$ cat config.mk
export PLATFORM = sky130hd
export DESIGN_NAME = mmio_uart_tx
export DESIGN_NICKNAME = d
export VERILOG_FILES = /design/src/rtl/mmio_uart_tx.sv
export SDC_FILE = /design/constraint.sdc
export NUM_CORES = 1
export LEC_CHECK = 0
export ABC_AREA = 1
export CAP_MARGIN = 40
export CORE_AREA = 2 2 83 85
export CTS_BUF_LIST = sky130_fd_sc_hd__clkbuf_8 sky130_fd_sc_hd__clkbuf_16
export DETAILED_ROUTE_END_ITERATION = 10
export DIE_AREA = 0 0 85 87
export PLACE_DENSITY_LB_ADDON = 0.25
export SETUP_SLACK_MARGIN = 0.05
export SLEW_MARGIN = 20
export SYNTH_ARGS = -nofsm -noshare
export SYNTH_HDL_FRONTEND = slang
export SYNTH_SLANG_ARGS = --single-unit
$ cat constraint.sdc
create_clock -name clk -period 2.6 [get_ports clk]
set_input_delay 0.52 -clock clk [delete_from_list [all_inputs] [get_ports clk]]
set_output_delay 0.52 -clock clk [all_outputs]
set_load 0.01 [all_outputs]
$ cat src/rtl/mmio_uart_tx.sv
// Memory-mapped UART transmitter: CPU pushes bytes into a 4-entry FIFO at
// BASE_ADDR, reads status at BASE_ADDR+1, and frames go out 8N1 on tx.
module mmio_uart_tx #(
    parameter logic [7:0] BASE_ADDR    = 8'h7E,
    parameter int         CLKS_PER_BIT = 4
) (
    input  logic       clk,
    input  logic       reset,
    input  logic [7:0] address,
    input  logic [7:0] data_in,
    input  logic       write,
    output logic [7:0] data_out,
    output logic       sel,
    output logic       tx,
    output logic       busy
);

    localparam logic [7:0] STAT_ADDR = BASE_ADDR + 8'd1;
    localparam logic [7:0] TMAX      = 8'(CLKS_PER_BIT - 1);

    typedef enum logic [1:0] {
        S_IDLE,
        S_START,
        S_DATA,
        S_STOP
    } state_t;

    // Transmit engine state
    state_t      state_q, state_d;
    logic [7:0]  timer_q, timer_d;
    logic [2:0]  bit_idx_q, bit_idx_d;
    logic [7:0]  shift_q, shift_d;
    logic        tx_q, tx_d;
    logic        busy_q, busy_d;

    // FIFO state
    logic [7:0]  mem_q [4];
    logic [7:0]  mem_d [4];
    logic [1:0]  wr_ptr_q, wr_ptr_d;
    logic [1:0]  rd_ptr_q, rd_ptr_d;
    logic [2:0]  count_q, count_d;
    logic        ovf_q, ovf_d;

    // Decoded strobes and FIFO flags
    logic        fifo_empty;
    logic        fifo_full;
    logic [7:0]  head;
    logic        push_req;
    logic        clr_req;
    logic        push_ok;
    logic        ovf_set;
    logic        pop;
    logic        timer_end;

    assign fifo_empty = (count_q == 3'd0);
    assign fifo_full  = (count_q == 3'd4);
    assign head       = mem_q[rd_ptr_q];
    assign push_req   = write && (address == BASE_ADDR);
    assign clr_req    = write && (address == STAT_ADDR);
    assign timer_end  = (timer_q == TMAX);

    // Transmit FSM: next state, serial output and the FIFO pop request.
    // A pop happens either from IDLE or at the last cycle of STOP, so that
    // queued bytes go out back-to-back with no idle bit between frames.
    always_comb begin
        state_d   = state_q;
        timer_d   = timer_q;
        bit_idx_d = bit_idx_q;
        shift_d   = shift_q;
        tx_d      = tx_q;
        busy_d    = busy_q;
        pop       = 1'b0;

        case (state_q)
            S_IDLE: begin
                pop = !fifo_empty;
            end
            S_START: begin
                if (timer_end) begin
                    timer_d   = 8'd0;
                    bit_idx_d = 3'd0;
                    tx_d      = shift_q[0];
                    shift_d   = shift_q >> 1;
                    state_d   = S_DATA;
                end else begin
                    timer_d = timer_q + 8'd1;
                end
            end
            S_DATA: begin
                if (timer_end) begin
                    timer_d = 8'd0;
                    if (bit_idx_q == 3'd7) begin
                        tx_d    = 1'b1;
                        state_d = S_STOP;
                    end else begin
                        bit_idx_d = bit_idx_q + 3'd1;
                        tx_d      = shift_q[0];
                        shift_d   = shift_q >> 1;
                    end
                end else begin
                    timer_d = timer_q + 8'd1;
                end
            end
            S_STOP: begin
                if (timer_end) begin
                    timer_d = 8'd0;
                    if (fifo_empty) begin
                        tx_d    = 1'b1;
                        busy_d  = 1'b0;
                        state_d = S_IDLE;
                    end else begin
                        pop = 1'b1;
                    end
                end else begin
                    timer_d = timer_q + 8'd1;
                end
            end
            default: begin
                state_d = S_IDLE;
                tx_d    = 1'b1;
                busy_d  = 1'b0;
            end
        endcase

        // Frame launch shared by IDLE and the back-to-back path out of STOP
        if (pop) begin
            shift_d   = head;
            tx_d      = 1'b0;
            busy_d    = 1'b1;
            timer_d   = 8'd0;
            bit_idx_d = 3'd0;
            state_d   = S_START;
        end
    end

    // FIFO bookkeeping: a pop in the same cycle frees the slot a full-FIFO
    // push needs, and an overflow set beats a simultaneous clear.
    always_comb begin
        push_ok  = push_req && (!fifo_full || pop);
        ovf_set  = push_req && fifo_full && !pop;

        wr_ptr_d = push_ok ? (wr_ptr_q + 2'd1) : wr_ptr_q;
        rd_ptr_d = pop ? (rd_ptr_q + 2'd1) : rd_ptr_q;
        count_d  = count_q + {2'b00, push_ok} - {2'b00, pop};

        if (ovf_set) begin
            ovf_d = 1'b1;
        end else if (clr_req) begin
            ovf_d = 1'b0;
        end else begin
            ovf_d = ovf_q;
        end

        mem_d = mem_q;
        if (push_ok) begin
            mem_d[wr_ptr_q] = data_in;
        end
    end

    // CPU read mux: side-effect free, combinational.
    always_comb begin
        sel      = (address == BASE_ADDR) || (address == STAT_ADDR);
        data_out = 8'h00;
        if (address == BASE_ADDR) begin
            data_out = fifo_empty ? 8'h00 : head;
        end else if (address == STAT_ADDR) begin
            data_out = {4'b0000, ovf_q, busy_q, fifo_empty, fifo_full};
        end
    end

    // Control and shift state, cleared asynchronously so a reset mid-frame
    // returns tx high at once and discards anything queued.
    always_ff @(posedge clk or negedge reset) begin
        if (!reset) begin
            state_q   <= S_IDLE;
            timer_q   <= 8'd0;
            bit_idx_q <= 3'd0;
            shift_q   <= 8'h00;
            tx_q      <= 1'b1;
            busy_q    <= 1'b0;
            wr_ptr_q  <= 2'd0;
            rd_ptr_q  <= 2'd0;
            count_q   <= 3'd0;
            ovf_q     <= 1'b0;
        end else begin
            state_q   <= state_d;
            timer_q   <= timer_d;
            bit_idx_q <= bit_idx_d;
            shift_q   <= shift_d;
            tx_q      <= tx_d;
            busy_q    <= busy_d;
            wr_ptr_q  <= wr_ptr_d;
            rd_ptr_q  <= rd_ptr_d;
            count_q   <= count_d;
            ovf_q     <= ovf_d;
        end
    end

    // FIFO storage; contents are only meaningful under the count, so no reset.
    always_ff @(posedge clk) begin
        mem_q <= mem_d;
    end

    assign tx   = tx_q;
    assign busy = busy_q;

endmodule

== Word level (Yosys, flattened, before mapping) ==
Cells that the tools add are included.

* Register bits after elaboration: 63
* Bits of input ports: 19
* Output and inout port bits: 11
* Word-level logic and storage cells: 109

* Add/subtract/negate cells: 6
* $lt $le $gt $ge: 3
* Equality and inequality tests: 14
* Muxes and demuxes: 45
* Bitwise logic cells: 2
* Reduce and logical (&&, ||, !) cells: 25

{| class="wikitable"
|+ Operators with widths
! kind !! count
|-
| 8-bit 2-to-1 mux || 12
|-
| 32-bit bitwise mux || 1
|-
| 3-bit inequality test (second input constant) || 6
|-
| 8-bit binary-select mux with 2-bit select || 1
|-
| 8-bit demux with 2-bit select || 1
|-
| 8-bit by 7-bit equality test with 1-bit output (second input constant) || 2
|-
| 8-bit case mux with 2 select lines || 1
|-
| 1-bit 2-to-1 mux || 14
|-
| 2-bit 2-to-1 mux || 6
|-
| 3-bit 2-to-1 mux || 4
|-
| 2-bit nonzero test || 5
|-
| 8-bit by 1-bit adder with 8-bit output (second input constant) || 1
|-
| 8-bit by 2-bit equality test with 1-bit output (second input constant) || 1
|-
| 3-bit equality test (second input constant) || 2
|-
| 3-bit >= comparator (second input constant) || 2
|-
| 1-bit logical AND || 6
|-
| 2-bit NOT with 3-bit output || 2
|-
| 2-bit case mux with 3 select lines || 1
|-
| 3-bit case mux with 2 select lines || 1
|-
| 6-bit AND reduction || 1
|-
| 5-bit AND reduction || 1
|-
| 2-bit by 1-bit adder with 2-bit output (second input constant) || 2
|-
| 2-bit equality test (second input constant) || 2
|-
| 4-bit 2-to-1 mux || 1
|-
| other kinds (16) || 19
|}

== Depth between registers and ports, before layout ==
Gate-level depths: netlist of run 1.

* Word-level depth: 8
* Gate-level depth with buffers: 14
* Mapped depth without buffers: 14

== Least setup slack after synthesis of run 1 ==
OpenSTA, ideal clock, no wires.

* Kind: register -> register
* Start point: register state_q[0]
* End point: register count_q[2]
* Library setup time: 0.122 ns
* Arrival time: 2.227 ns
* Required time: 2.478 ns
* Slack: 0.252 ns
* Cell stages (with the launch flop): 13
* Buffers on the path: 0
* Clock period less this slack: 2.348 ns
* Cell sequence: dfrtp_1 > inv_1 > ha_1 > nor2_1 > nand2_4 > nand2_1 > nand3_1 > ha_1 > inv_1 > ha_1 > inv_1 > fa_1 > xor2_1

* Longest elaborated chain between the ends: 6
* Elaborated cells between the ends (all ways): 7
* Classes of those cells: add/sub (2); eq/ne (1); mux (1); reduce/logical (3)

{| class="wikitable"
|+ Ends and longest elaborated chain
! element !! line !! text
|-
| from (decl) || 29 || <nowiki>state_t state_q, state_d;</nowiki>
|-
| from (signal assigned) || 186 || <nowiki>state_q <= state_d;</nowiki>
|-
| 2-bit equality test / 2-bit logical NOT (equally long branches) || 74 || <nowiki>case (state_q)</nowiki>
|-
| 1-bit case mux with 2 select lines (*) || 74 ||
|-
| 1-bit logical OR || 139 || <nowiki>push_ok = push_req && (!fifo_full || pop);</nowiki>
|-
| 1-bit logical AND || 139 ||
|-
| 3-bit by 1-bit adder with 3-bit output || 144 || <nowiki>count_d = count_q + {2'b00, push_ok} - {2'b00, pop};</nowiki>
|-
| 3-bit by 1-bit subtractor with 3-bit output (*) || 144 ||
|-
| named net count_d[2] || 41 || <nowiki>logic [2:0] count_q, count_d;</nowiki>
|-
| to (signal assigned) || 194 || <nowiki>count_q <= count_d;</nowiki>
|-
| to (decl) || 41 ||
|}

Mark *: on every way through the listed nets, which the timed path passes. The rest lies on a longest branch.
A chain may end at the register's enable or synchronous reset.

== Worst setup path in the final report of run 1 ==
* Start point: input port address[6]
* End point: output port data_out[7]

* Longest elaborated chain between the ends: 2

{| class="wikitable"
|+ Ends and longest elaborated chain
! element !! line !! text
|-
| from (decl) || 9 || <nowiki>input logic [7:0] address,</nowiki>
|-
| 8-bit by 7-bit equality test with 1-bit output || 164 || <nowiki>if (address == BASE_ADDR) begin</nowiki>
|-
| 8-bit 2-to-1 mux || 164 ||
|-
| to (decl) || 12 || <nowiki>output logic [7:0] data_out,</nowiki>
|}

No other way between the ends.

==> results.py, run 1 <==
metrics = {
    "run_status": {
        "outcome": "completed",
    },
    "timing": {
        "slew_headroom": 0.730,
        "finClkSkew_ps": 10.4,
        "whs_ps": 478,
        "tightest_slew_ps": 401,
        "max_freq_mhz": 406,
        "rsz0062_at_grt": "no",
        "final.setup.tns_ps": 0,
        "slew_viol_final": 0,
        "setup_violations": 0,
        "finalCritPeriodShare": 0.946,
        "hold_viol_final": 0,
        "period_minus_slack_ps": 2460,
    },
    "global_routing": {
        "gr-total-overflow": 0,
        "grt_usage": 0.184,
        "grt_pass1_vias": 2299,
        "grt_max_degree": 32,
        "antenna_found_initial": 0,
        "grt_pass1_wl_mm": 10.6,
    },
    "synthesis": {
        "ys_warn_count": 0,
        "synth.ff_latch_count": 63,
        "async_flop_share": 0.492,
        "ys.flop_type": "edfxtp_1",
        "synth.distinct_cells": 38,
        "ys_seq_area_frac": 0.544,
        "avgSynthCellArea_sq_um": 9.59,
        "syn_inst": 333,
        "synth_fp_nets": 366,
        "synth_edf_count": 32,
        "synth_area_sq_mm": 0.00319,
    },
    "final_layout": {
        "mostFrequentLayoutCells": "61 x nand2_1, 52 x inv_1, 32 x nor2_1, 32 x edfxtp_1, 30 x dfrtp_1",
        "stdcell_count": 467,
        "nNetsFinal": 415,
        "fin_area_sq_mm": 0.00380,
        "layout_commonest_cell": "nand2_1",
        "area_growth_pct": 19.1,
        "antenna_cells": 0,
        "drive_gt1_frac": 0.168,
    },
    "power": {
        "seq_power_share": 0.366,
        "switching_share": 0.414,
        "switchingPower_mw": 1.56,
        "leakagePower_nw": 1.72,
        "vdd_drop_max_mv": 0.488,
        "pwr_density_cell_mw_per_mm2": 988,
        "clockPowerShare": 0.207,
        "power_frac_comb": 0.428,
        "p_int_mw": 2.20,
    },
    "critical_path": {
        "setup.worst_path.end": "data_out[7]",
        "worstRegToRegCells": 13,
        "path_class": "primary input to output port",
        "critPathRequiredTime_ps": 2080,
        "setup.worst_path.start": "address[6]",
        "end_kind": "output port",
        "path_max_fanout": 4,
        "reg2reg_to": "count_q[2]",
        "critPathArrivalTime_ps": 1940,
        "start_kind": "primary input",
        "rr_startpoint": "state_q[0]",
        "r2r_slack_ps": 210,
    },
    "place": {
        "io_buffers": 29,
        "dpl.cell_count": 450,
        "dpl.hpwl_mm": 4.46,
        "place_congestion": 0.815,
        "post_dp_cell_area_sq_mm": 0.00363,
    },
    "floorplan": {
        "dieArea_sq_mm": 0.00740,
        "coreArea_sq_mm": 0.00657,
        "die_w_microns": 85,
        "die_y_microns": 87,
        "io_pins": 30,
        "num_rows": 30,
        "initial_core_util": 0.486,
    },
    "detailed_routing": {
        "wl_per_cell_microns": 13.6,
        "avgViaCountPerCell": 5.13,
        "vias": 2394,
        "drc": 0,
        "first_pass_iters": 4,
        "ant_nets": 0,
        "wirelength_mm": 6.35,
        "drtIter0Drc": 150,
    },
    "clock_tree": {
        "clockBufferDepth": 2,
        "path_clk_slew_ps": 80,
        "htree_levels": 3,
        "cts_buffers": 9,
        "ctsHoldBuffers": 0,
        "cts_tree": "built",
        "clkLatencyLatePin_ps": 340,
        "clkSinkCount": 63,
        "cts_root_buf": "clkbuf_8",
    },
    "flow_run": {
        "maxCapViolCount": 0,
    },
    "min_path": {
        "holdCritPathClass": "flop to flop",
    },
}
## power by group through the flow
| stage | logic (mW) | registers [mW] | clock network [mW] |
|---|---|---|---|
| after floorplan | 1.29 | 1.35 | 0 |
| after global placement | 1.55 | 1.38 | 0 |
| after detailed placement | 1.59 | 1.39 | 0 |
| after CTS | 1.60 | 1.37 | 0.802 |
| after global routing | 1.86 | 1.40 | 0.846 |
| final | 1.61 | 1.37 | 0.777 |
## how the worst min path moves through the flow
stage / depth (start not counted) / to / from
after floorplan: 0 / bit_idx_q[0] / reset
after global placement: 2 / tx / tx
after detailed placement: 2 / tx / tx
after CTS: 2 / tx / tx
after global routing: 2 / tx / tx
final: 2 / tx / tx
## registers in the layout (all words and copies together), names as in the netlist
signal and flops:
bit_idx_q 3, ovf_q 1, tx 1, count_q 3
timer_q 8, wr_ptr_q 2, rd_ptr_q 2, mem_q 32
shift_q 8, state_q 2, busy 1
## kinds of logic after synthesis
logic type | Yosys count | synth area share
adders and majority gates | 14 | 0.0572
and+or+nand+nor | 137 | 0.197
xor gates and xnor gates | 4 | 0.0110
buffers and inverters | 62 | 0.0843
AOI/OAI and AO/OA | 53 | 0.106
DFF | 63 | 0.544
## timing repair
action | CTS | global route
gates cloned | 0 | 0
pin swaps | 0 | 1
resized for setup | 23 | 13
setup endpoints to repair | 9 | 10
hold endpoints to repair | 0 | 0
setup buffers | 0 | 1
## Yosys cell counts (2+ instances only)
cell | n | area (sq um)
xor2_1 | 4 | 35.0
a32oi_1 | 3 | 26.3
o21ai_0 | 24 | 120
nor2_2 | 2 | 12.5
nand3_2 | 2 | 20.0
o21ai_1 | 6 | 30.0
nor2_1 | 34 | 128
edfxtp_1 | 32 | 961
buf_2 | 4 | 20.0
nor3_1 | 3 | 15.0
nand2_4 | 3 | 33.8
ha_1 | 13 | 163
nand4_1 | 9 | 56.3
or2_2 | 3 | 18.8
dfrtp_1 | 30 | 751
nand2_2 | 2 | 12.5
nand3_1 | 14 | 70.1
inv_1 | 53 | 199
a31oi_4 | 2 | 42.5
inv_2 | 2 | 7.51
nand2_1 | 61 | 229
o22ai_1 | 4 | 25.0
a21oi_1 | 7 | 35.0
o211ai_1 | 2 | 15.0
## area by class of cell
type,count,area [sq um]
Fill cell,569,2770
Sequential cell,63,1740
Multi-Input combinational cell,208,1210
Timing Repair Buffer,45,369
Inverter,55,206
Clock buffer,9,124
Tap cell,80,100
Clock inverter,7,56.3
## critical path: stages
cell and delay [ps]:
clkdlybuf4s50_1 460, inv_1 40, nor2_1 80, nand3_1 100
inv_1 70, nand2_1 70, nor2_2 100, nand2_1 80
buf_4 160, nor2_1 110, buf_2 140
## per-stage QoR
stage | power [mW] | util | setup slack, ps
after detailed placement | 2.99 | 0.553 | -268
after CTS | 3.77 | 0.581 | 39.1
final | 3.75 | 0.579 | 140
after floorplan | 2.65 | - | 252
after global routing | 4.10 | 0.579 | 51.2
after global placement | 2.93 | 0.553 | -201
## routing by layer
layer,share of wire,global-route usage,vias to the layer above
met5,0,0,-
met2,0.52,0.331,42
met3,0.035,0.0370,12
li1,-,-,1198
met1,0.43,0.214,1142
met4,0.016,0.0794,0
No activity file was read; power rests on OpenSTA's default activity.
==> inputs of run 2 (changes only) <==
Settings changed: CORE_AREA 2 2 83 85 to 2 2 69 103, DIE_AREA 0 0 85 87 to 0 0 71 105.
==> run 2 against run 1 <==
Clock power down 4.5%; non-clock buffer count up 2; register-to-register slack about the same; largest cell class unchanged; highest routed layer unchanged; wire length up 1.5%; clock skew down 1.2 ps; cell area up 0.20%; core utilization up 0.45 points.
==> results.py, run 2 (synthesis results as in run 1) <==
metrics = {
    "power": {
        "pwr_density_cell_mw_per_mm2": 971,
        "leakagePower_nw": 1.75,
        "power.total_mw": 3.70,
        "vdd_drop_max_mv": 0.488,
    },
    "final_layout": {
        "area_growth_pct": 19.3,
        "nNetsFinal": 417,
        "antenna_cells": 0,
        "fin_util": 0.583,
        "nFillCells": 557,
        "largest-register": "mem_q",
        "largest_register_ffs": 32,
        "drive_gt1_frac": 0.177,
        "reg.largest.list": "mem_q x32, shift_q x8, timer_q x8",
        "mostFrequentLayoutCells": "59 x nand2_1, 52 x inv_1, 33 x nor2_1",
        "stdcell_count": 465,
        "layout_commonest_cell": "nand2_1",
    },
    "global_routing": {
        "grt_pass1_vias": 2378,
        "grt_max_degree": 32,
        "gr-total-overflow": 0,
        "grt_usage": 0.186,
        "antenna_found_initial": 0,
        "grt_pass1_wl_mm": 10.6,
    },
    "timing": {
        "fin_ws_ps": 157,
        "slew_viol_final": 0,
        "period_minus_slack_ps": 2440,
        "max_freq_mhz": 409,
        "finalCritPeriodShare": 0.940,
        "slew_headroom": 0.644,
        "hold_viol_final": 0,
        "tightest_slew_ps": 529,
        "final.setup.tns_ps": 0,
        "setup_violations": 0,
        "finClkSkew_ps": 9.24,
        "rsz0062_at_grt": "yes",
    },
    "detailed_routing": {
        "drtIter0Drc": 124,
        "wl_per_cell_microns": 13.9,
        "avgViaCountPerCell": 5.22,
        "drc": 0,
        "ant_nets": 0,
        "wirelength_mm": 6.45,
        "first_pass_iters": 4,
        "vias": 2429,
    },
    "clock_tree": {
        "cts_buffers": 9,
        "clkLatencyLatePin_ps": 340,
        "clockBufferDepth": 2,
        "path_clk_slew_ps": 80,
        "clkSinkCount": 63,
        "cts_root_buf": "clkbuf_8",
        "ctsHoldBuffers": 0,
        "htree_levels": 3,
        "cts_tree": "built",
    },
    "min_path": {
        "holdPathStages": 2,
        "holdCritPathClass": "flop to flop",
        "min_to": "tx",
        "worstHoldStart": "tx",
    },
    "critical_path": {
        "reg2reg_to": "count_q[1]",
        "worstRegToRegCells": 13,
        "end_kind": "output port",
        "start_kind": "primary input",
        "critPathArrivalTime_ps": 1920,
        "critPathRequiredTime_ps": 2080,
        "setup.worst_path.start": "address[7]",
        "path_max_fanout": 4,
        "rr_startpoint": "state_q[1]",
        "r2r_slack_ps": 220,
        "path_class": "primary input to output port",
    },
    "run_status": {
        "outcome": "completed",
    },
    "place": {
        "io_buffers": 29,
        "dpl.hpwl_mm": 4.66,
        "dp_slack_ps": -276,
        "dpl.cell_count": 448,
        "place_congestion": 0.871,
    },
    "floorplan": {
        "coreArea_sq_mm": 0.00653,
        "num_rows": 36,
        "die_y_microns": 105,
        "io_pins": 30,
        "die_w_microns": 71,
        "initial_core_util": 0.489,
        "dieArea_sq_mm": 0.00746,
    },
    "flow_run": {
        "maxCapViolCount": 0,
    },
}
run 2: through the flow:
step | hold slack [ps] | cell area, sq um
after floorplan | 224 | 3190
after global placement | 458 | 3640
after detailed placement | 464 | 3640
after CTS | 476 | 3800
after global routing | 493 | 3810
final | 473 | 3810
run 2: routing by layer:
layer / GRT usage / wire, microns
met4: 0.0970 / 277
met2: 0.339 / 3500
met5: 0 / 0
met3: 0.0405 / 173
met1: 0.194 / 2500
run 2: worst max-delay path by stage:
stage                       end  slack (ps)
floorplan            count_q[2]         250
global placement    data_out[1]        -270
global route        data_out[1]           5
CTS                 data_out[1]           2
detailed placement  data_out[0]        -280
finish              data_out[1]         160
run 2: what timing repair did:
item	4_1_cts	5_1_grt
pin swaps	0	3
gates resized for setup	12	23
endpoints found under the hold margin	0	0
setup endpoints to repair	8	11
buffers inserted	0	1
run 2: area by class of cell:
type | instances | area, sq um | share of cell area
flip-flops and latches | 63 | 1740 | 0.456
inverters | 55 | 206 | 0.0542
well taps | 76 | 95.1 | 0.0250
repair buffers | 47 | 390 | 0.102
clock inverters | 7 | 50.0 | 0.0131
clock buffers | 9 | 124 | 0.0325
multi-input cells | 208 | 1200 | 0.316
run 2: worst max-delay path, stage by stage:
cell             delay (ps)
clkdlybuf4s50_1         440
nor2_1                  100
nand3_1                 100
inv_1                    80
nand2_2                  60
nor2_2                  130
nand2_1                  90
inv_2                    90
nand2_1                  50
o21ai_0                 110
clkbuf_2                180
run 2: power breakdown:
| group | total (mW) | internal [mW] | switching (mW) |
|---|---|---|---|
| logic | 1.59 | 0.601 | 0.989 |
| registers | 1.37 | 1.24 | 0.130 |
| clock network | 0.742 | 0.346 | 0.396 |
| total | 3.70 | 2.18 | 1.52 |
==> inputs of run 3 (changes only) <==
Settings changed: RECOVER_POWER from default to 25, TNS_END_PERCENT from default to 50.
==> run 3 against run 2 <==
The run now ends with max-capacitance violations, max-slew violations left; setup slack improved by 24 ps; final cell count shrank 0.22%; core utilization shrank 0.34 points; maximum frequency is 0.99% higher; clock-buffer cell count unchanged; critical endpoint is now count_q[2]; critical path type is now primary input to flop.
==> results.py, run 3 (synthesis results as in run 1) <==
metrics = {
    "timing": {
        "slew_viol_final": 32,
        "setup_violations": 0,
        "max_freq_mhz": 413,
        "hold_viol_final": 0,
        "finalCritPeriodShare": 0.930,
        "finClkSkew_ps": 9.85,
        "slew_headroom": -0.120,
        "tightest_slew_ps": 1680,
        "rsz0062_at_grt": "yes",
        "period_minus_slack_ps": 2420,
    },
    "clock_tree": {
        "cts_buffers": 9,
        "ctsHoldBuffers": 0,
        "path_clk_slew_ps": 80,
        "cts_tree": "built",
        "clkLatencyLatePin_ps": 340,
        "clkSinkCount": 63,
        "cts_root_buf": "clkbuf_8",
        "clockBufferDepth": 2,
        "htree_levels": 3,
    },
    "final_layout": {
        "mostFrequentLayoutCells": "61 x nand2_1, 52 x inv_1, 33 x nor2_1",
        "largest_register_ffs": 32,
        "area_growth_pct": 18.6,
        "nNetsFinal": 416,
        "multi_input_comb_area_sq_mm": 0.00120,
        "stdcell_count": 464,
        "antenna_cells": 0,
        "area.sequential_sq_mm": 0.00174,
        "nFillCells": 561,
        "reg.largest.list": "mem_q x32, shift_q x8, timer_q x8",
        "drive_gt1_frac": 0.165,
        "layout_commonest_cell": "nand2_1",
        "largest-register": "mem_q",
    },
    "power": {
        "vdd_drop_max_mv": 0.485,
        "pwr_density_cell_mw_per_mm2": 973,
        "seq_power_share": 0.371,
        "power_frac_comb": 0.427,
        "switchingPower_mw": 1.51,
        "clockPowerShare": 0.202,
        "power.total_mw": 3.69,
        "p_int_mw": 2.18,
        "leakagePower_nw": 1.74,
        "switching_share": 0.410,
    },
    "floorplan": {
        "num_rows": 36,
        "dieArea_sq_mm": 0.00746,
        "initial_core_util": 0.489,
        "coreArea_sq_mm": 0.00653,
        "die_w_microns": 71,
        "die_y_microns": 105,
        "io_pins": 30,
    },
    "run_status": {
        "violations": "max-capacitance violations, max-slew violations",
        "outcome": "finished with violations",
    },
    "detailed_routing": {
        "first_pass_iters": 4,
        "wl_per_cell_microns": 13.5,
        "ant_nets": 0,
        "avgViaCountPerCell": 5.19,
        "vias": 2408,
        "wirelength_mm": 6.28,
        "drc": 0,
        "drtIter0Drc": 92,
    },
    "global_routing": {
        "gr-total-overflow": 0,
        "grt_max_degree": 32,
        "grt_pass1_wl_mm": 10.6,
        "grt_pass1_vias": 2378,
        "grt_usage": 0.186,
        "antenna_found_initial": 0,
    },
    "place": {
        "dpl.hpwl_mm": 4.66,
        "io_buffers": 29,
        "dpl.cell_count": 448,
        "place_congestion": 0.871,
    },
    "critical_path": {
        "end_kind": "flop",
        "critPathArrivalTime_ps": 2650,
        "start_kind": "primary input",
        "path_max_fanout": 2,
        "path_class": "primary input to flop",
        "critPathRequiredTime_ps": 2830,
    },
    "flow_run": {
        "maxCapViolCount": 1,
    },
    "min_path": {
        "holdCritPathClass": "flop to flop",
    },
}
==> run 3: layout make-up <==
class | count | area share
sequential | 63 | 0.459
multi-input combinational | 208 | 0.316
timing repair buffer | 46 | 0.0995
inverter | 55 | 0.0545
clock buffer | 9 | 0.0327
tap | 76 | 0.0251
clock inverter | 7 | 0.0132
==> run 3: timing repair <==
item                                    4_1_cts  5_1_grt
buffers inserted                              0        0
gates resized for setup                      15       18
endpoints found under the setup margin        8       11
==> run 3: worst paths after layout <==
kind / start / endpoint / slack (ps) / cells after the start
worst max-delay path: address[6] / count_q[2] / 180 / 15
max in group asynchronous: reset / shift_q[2] / 470 / 2
min in group asynchronous: reset / timer_q[3] / 1140 / 2
worst max register to register: timer_q[0] / count_q[2] / 210 / 14
worst min-delay path: tx / tx / 470 / 2
worst min register to register: tx / tx / 470 / 2
==> run 3: worst max-delay path, stage by stage <==
cell and delay (ps):
clkdlybuf4s50_1 450, inv_1 40, nor2_1 70, nand3_1 90, inv_1 60, nand2_1 60, nor2_2 100, buf_4 120
nand3_2 80, ha_1 270, inv_1 50, ha_1 120, inv_1 40, fa_1 390, xor2_1 170
==> run 3: power groups by stage <==
stage | logic (mW) | registers, mW | clock network (mW)
after floorplan | 1.29 | 1.35 | 0
after global routing | 1.80 | 1.40 | 0.813
final | 1.58 | 1.37 | 0.744
after CTS | 1.60 | 1.37 | 0.771
after detailed placement | 1.59 | 1.38 | 0
after global placement | 1.55 | 1.38 | 0
==> run 3: through the flow <==
stage | utilization | setup TNS [ps] | hold WS (ps) | worst slack (ps) | area [sq um]
final | 0.580 | 0 | 473 | 181 | 3790
after global routing | 0.580 | 0 | 493 | 8.24 | 3790
after CTS | 0.582 | 0 | 476 | 54.4 | 3800
after detailed placement | 0.558 | -2250 | 464 | -276 | 3640
after global placement | 0.558 | -2120 | 458 | -275 | 3640
after floorplan | - | 0 | 224 | 252 | 3190
==> run 3: routing by layer <==
metal / global-route usage / share of wire
met1: 0.194 / 0.39
met2: 0.339 / 0.54
met3: 0.0405 / 0.026
met4: 0.0970 / 0.039
met5: 0 / 0
